[src/rtl/draw_arbiter.sv]
// Shared card source: synchronizes three active-low request keys, latches presses and
// round-robin grants the free-running card counter to one requester at a time.
module draw_arbiter #(
  parameter int unsigned CARD_MAX = 10,
  parameter int unsigned HOLD     = 4
) (
  input  logic       Clock,
  input  logic       reset_n,
  input  logic [2:0] key_n,
  input  logic [2:0] req_en,
  output logic [4:0] card,
  output logic [2:0] card_valid,
  output logic [2:0] pending,
  output logic       busy
);

  typedef enum logic [1:0] {StIdle, StGrant, StHold} state_e;

  state_e     r_state;
  logic [4:0] r_cnt;
  logic [2:0] r_s1;
  logic [2:0] r_s2;
  logic [2:0] r_prev;
  logic [2:0] r_pending;
  logic [1:0] r_last;
  logic [1:0] r_sel;
  logic [3:0] r_hold_cnt;
  logic [4:0] r_card;
  logic [2:0] r_card_valid;

  state_e     w_state_nxt;
  logic [4:0] w_cnt_nxt;
  logic [2:0] w_fall;
  logic [2:0] w_elig;
  logic [1:0] w_pick;
  logic [2:0] w_clr;
  logic [2:0] w_pending_nxt;
  logic [1:0] w_last_nxt;
  logic [1:0] w_sel_nxt;
  logic [3:0] w_hold_nxt;
  logic [4:0] w_card_nxt;
  logic [2:0] w_valid_nxt;

  assign w_cnt_nxt = (r_cnt == 5'(CARD_MAX)) ? 5'd1 : r_cnt + 5'd1;
  assign w_fall    = r_prev & ~r_s2;
  assign w_elig    = r_pending & req_en;

  // First eligible requester scanning upward from the one after the last winner.
  always_comb begin
    w_pick = r_last;
    case (r_last)
      2'd0: begin
        if (w_elig[1])      w_pick = 2'd1;
        else if (w_elig[2]) w_pick = 2'd2;
        else                w_pick = 2'd0;
      end
      2'd1: begin
        if (w_elig[2])      w_pick = 2'd2;
        else if (w_elig[0]) w_pick = 2'd0;
        else                w_pick = 2'd1;
      end
      default: begin
        if (w_elig[0])      w_pick = 2'd0;
        else if (w_elig[1]) w_pick = 2'd1;
        else                w_pick = 2'd2;
      end
    endcase
  end

  always_comb begin
    w_state_nxt = r_state;
    w_sel_nxt   = r_sel;
    w_last_nxt  = r_last;
    w_hold_nxt  = r_hold_cnt;
    w_card_nxt  = r_card;
    w_valid_nxt = 3'b000;
    w_clr       = 3'b000;
    case (r_state)
      StIdle: begin
        if (|w_elig) begin
          w_sel_nxt   = w_pick;
          w_state_nxt = StGrant;
        end
      end
      StGrant: begin
        w_card_nxt  = r_cnt;
        w_valid_nxt = 3'b001 << r_sel;
        w_clr       = 3'b001 << r_sel;
        w_last_nxt  = r_sel;
        w_hold_nxt  = 4'(HOLD - 1);
        w_state_nxt = StHold;
      end
      StHold: begin
        if (r_hold_cnt == 4'd0) w_state_nxt = StIdle;
        else                    w_hold_nxt  = r_hold_cnt - 4'd1;
      end
      default: w_state_nxt = StIdle;
    endcase
    // A press landing in its own grant cycle survives the clear.
    w_pending_nxt = (r_pending & ~w_clr) | w_fall;
  end

  always_ff @(posedge Clock or negedge reset_n) begin
    if (!reset_n) begin
      r_state      <= StIdle;
      r_cnt        <= 5'd1;
      r_s1         <= 3'b111;
      r_s2         <= 3'b111;
      r_prev       <= 3'b111;
      r_pending    <= 3'b000;
      r_last       <= 2'd2;
      r_sel        <= 2'd0;
      r_hold_cnt   <= 4'd0;
      r_card       <= 5'd0;
      r_card_valid <= 3'b000;
    end else begin
      r_state      <= w_state_nxt;
      r_cnt        <= w_cnt_nxt;
      r_s1         <= key_n;
      r_s2         <= r_s1;
      r_prev       <= r_s2;
      r_pending    <= w_pending_nxt;
      r_last       <= w_last_nxt;
      r_sel        <= w_sel_nxt;
      r_hold_cnt   <= w_hold_nxt;
      r_card       <= w_card_nxt;
      r_card_valid <= w_valid_nxt;
    end
  end

  assign card       = r_card;
  assign card_valid = r_card_valid;
  assign pending    = r_pending;
  assign busy       = (r_state == StGrant) || (r_state == StHold);

endmodule

[config.mk]
export PLATFORM = sky130hd
export DESIGN_NAME = draw_arbiter
export DESIGN_NICKNAME = d
export VERILOG_FILES = /design/src/rtl/draw_arbiter.sv
export SDC_FILE = /design/constraint.sdc
export NUM_CORES = 1
export LEC_CHECK = 0
export CAP_MARGIN = 10
export CORE_MARGIN = 5
export CORE_UTILIZATION = 56
export CTS_BUF_LIST = sky130_fd_sc_hd__clkbuf_8
export DETAILED_ROUTE_END_ITERATION = 12
export PLACE_DENSITY = 0.84
export SLEW_MARGIN = 20
export SYNTH_ARGS = -nofsm -noshare
export SYNTH_HDL_FRONTEND = slang
export SYNTH_SLANG_ARGS = --single-unit
[constraint.sdc]
create_clock -name Clock -period 2 [get_ports Clock]
set_clock_uncertainty 0.15 [all_clocks]
set_input_delay 0.5 -clock Clock [delete_from_list [all_inputs] [get_ports Clock]]
set_output_delay 0.5 -clock Clock [all_outputs]
set_load 0.01 [all_outputs]
==> summary.txt <==
Run status
  – Outcome: finished clean

Yosys
  – Multiplexer area fraction after synthesis: 6.72%
  – Post-Syn Area: 0.00145 mm^2
  – Synth Area in Compound Gates: 11.5%
  – Number of flops mapped to enable cells by yosys: 0
  – Simple-Gate Fraction of Synth Area: 9.14%
  – Register area share after synthesis: 61.3%
  – Largest cells by area after synthesis: dfrtp_1 41%, dfstp_2 20%, ha_1 5.2%
  – Post-Synth Adder-Cell Area: 5.17%
  – Ys Warns: 0
  – Synthesis-stage register bit count: 35
  – Main combinational cell family by area after synthesis: compound AO/OA/AOI/OAI gates
  – Synth cell count leaders: 24 x dfrtp_1, 14 x inv_1, 11 x dfstp_2
  – Unique masters post-synth: 33
  – Post-synth ARST share: 100%
  – Mean post-synth cell area: 12.1 um^2
  – Area share of the largest cell type after synthesis: 41.4%
  – Post-synthesis xor/xnor area fraction: 1.21%
  – Primary FF master, synth: dfrtp_1
  – Most numerous cell in the Yosys netlist: dfrtp_1
  – Syn nets: 134
  – Syn Inst Count: 120
  – Synth area leader: dfrtp_1

Global routing
  – Total GRT Usage: 19.3%
  – First-pass GRT wire length: 4.95 mm
  – Vias in the first global route: 1112
  – Total grt overflow: 0
  – Initial antenna violation count: 0
  – Pin count of the biggest net entering global routing: 36

Floorplanning
  – Core area: 0.00248 mm^2
  – Ports: 20
  – Die Span Y: 60.9 um
  – Die Footprint: 0.00371 mm^2
  – Die width: 60.9 um
  – Rows: 18
  – Initial Utilization: 58.6%

Worst setup path
  – CP max stage cell: clkdlybuf4s50_1
  – Crit path max fanout: 5
  – Worst path required time: 1.35 ns
  – Worst setup SP type: flip-flop
  – CP Capture Type: output pin
  – CP Data Arrival Time: 1.28 ns
  – Largest delay share family, worst path: buffers and inverters
  – Worst-path cell chain: clkdlybuf4s50_1
  – Max stage delay on crit path: 0.58 ns
  – CP Class: flip-flop to output pin
  – Crit path buf inv count: 1

Placed design
  – Placement Cell Area: 0.00169 mm^2
  – I/O Buffers: 19
  – Dpl hpwl: 2.03 mm
  – GPL Wtd Cong: 0.795

Power
  – Leak Pwr: 0.811 nW
  – Pwr per Cell Area: 1350 mW/mm^2
  – Worst IR drop on VDD: 850 uV

Finish
  – Area growth syn-to-layout: 22.5%
  – N_diodes: 0
  – Fin area: 0.00178 mm^2
  – Share of cells above drive strength 1: 20.4%
  – Layout Utilization: 71.8%
  – Nets@finish: 160

STA
  – RSZ-0062 raised after global routing: false
  – Period utilisation layout: 96.5%
  – Final Hold Vio Count: 0
  – Setup tns final: 0 ns
  – Final setup vio count: 0
  – Min Tclk post-route: 1.93 ns
  – Worst slew pin tran: 0.487 ns
  – WHS: 0.206 ns
  – Pins Over Slew Limit: 0
  – Slew headroom: 67.5%
  – Fmax achieved: 0.518 GHz

Clocking
  – Clock Latency Late Sink: 0.29 ns
  – Setup bufs post-CTS: 0
  – CTS Buffer Depth: 2
  – Clk Tree Root Cell: clkbuf_8
  – CTS sink count: 35
  – Clk slew on worst S/H paths: 0.07 ns
  – Hold Buf Count CTS: 0
  – # H-tree levels: 2
  – CTS tree: done
  – Num CTS Buffers: 5

Job
  – Max cap viols: 0

Routing
  – DRT Pass-1 Iters: 4
  – Avg WL per Cell: 16.6 um
  – Vias per inst: 5.88
  – Number of routed nets with antenna violations: 0
  – DRC violations left: 0
  – Routed WL: 2.95 mm
  – Iteration-0 DRC Markers: 52
  – Total number of vias: 1041

Min path
  – Hold/Removal Path Class: flip-flop to flip-flop
[cell usage in the layout (no fill, tap or decap), drive strengths merged]
master and n:
buf 3, ha 6, a31oi 2, dfstp 11, o211ai 1, o2bb2ai 1
xor2 1, o311ai 1, a222oi 1, a22o 2, dlygate4sd2 1, a21o 1
nor4 1, nand2 5, a21oi 4, inv 15, o22ai 2, and3 1
dfrtp 24, mux2 6, mux2i 3, nor2b 1, or3b 1, nand3 5
clkinvlp 1, nor2 7, clkdlybuf4s50 18, a211oi 1, o21ai 8, clkbuf 5
nand2b 2, clkinv 1, nand3b 3, a22oi 1, xnor2 1
[where the power goes]
group          switching (mW)  internal, mW  total (mW)
clock network           0.250         0.238       0.488
logic                   0.425         0.434       0.859
registers               0.155         0.899        1.05
[final timing paths]
| kind | cells past startpoint | from | slack (ns) | endpoint |
|---|---|---|---|---|
| min | 0 | r_s1[1] | 0.21 | r_s2[1] |
| max reg2reg | 5 | r_hold_cnt[0] | 0.15 | r_hold_cnt[0] |
| max in group asynchronous | 2 | reset_n | 1.02 | r_s1[0] |
| min in group asynchronous | 2 | reset_n | 0.43 | r_hold_cnt[2] |
| max | 1 | pending[0] | 0.07 | pending[0] |
| min reg2reg | 0 | r_s1[1] | 0.21 | r_s2[1] |
[flip-flops by register name, indices dropped and copies added, names as in the netlist, 3 cells and up]
signal      cells
r_prev          3
r_s1            3
r_s2            3
r_cnt           5
r_hold_cnt      4
card_valid      3
pending         3
card            5
[metrics by stage]
step | power, mW | worst slack (ns) | cells
after floorplan | 1.53 | 0.357 | 120
after global placement | 1.85 | 0.109 | 169
after detailed placement | 1.93 | 0.0613 | 169
after CTS | 2.42 | 0.0282 | 177
after global routing | 2.57 | 0.00208 | 177
final | 2.40 | 0.0703 | 177
[repair_timing]
action,in CTS,in global routing
setup endpoints to repair,1,1
resized for setup,1,1
pin swaps,0,0
endpoints found under the hold margin,0,0
[final cells by class]
cell class	count	area, um^2
flip-flops and latches	35	890
clock inverters	3	16.3
inverters	14	52.6
multi-input cells	68	489
fillers	175	699
repair buffers	22	224
clock buffers	5	68.8
well taps	30	37.5
[cells by family (layout without fill, tap and decap cells)]
family,after synthesis,after routing
buf+inv,17,44
mux,9,9
fa+ha+maj,6,6
simple gates,26,26
flops,35,35
xor+xnor,2,2
compound gates,25,25
[per-layer routing]
| metal | share of wire (%) | vias to the layer above | GRT usage (%) |
|---|---|---|---|
| met5 | 0 | - | 0 |
| met2 | 53 | 62 | 31.6 |
| li1 | - | 467 | - |
| met3 | 7.0 | 11 | 8.30 |
| met4 | 3.3 | 0 | 11.8 |
| met1 | 37 | 501 | 20.6 |
(Power assumes the default switching activity.)
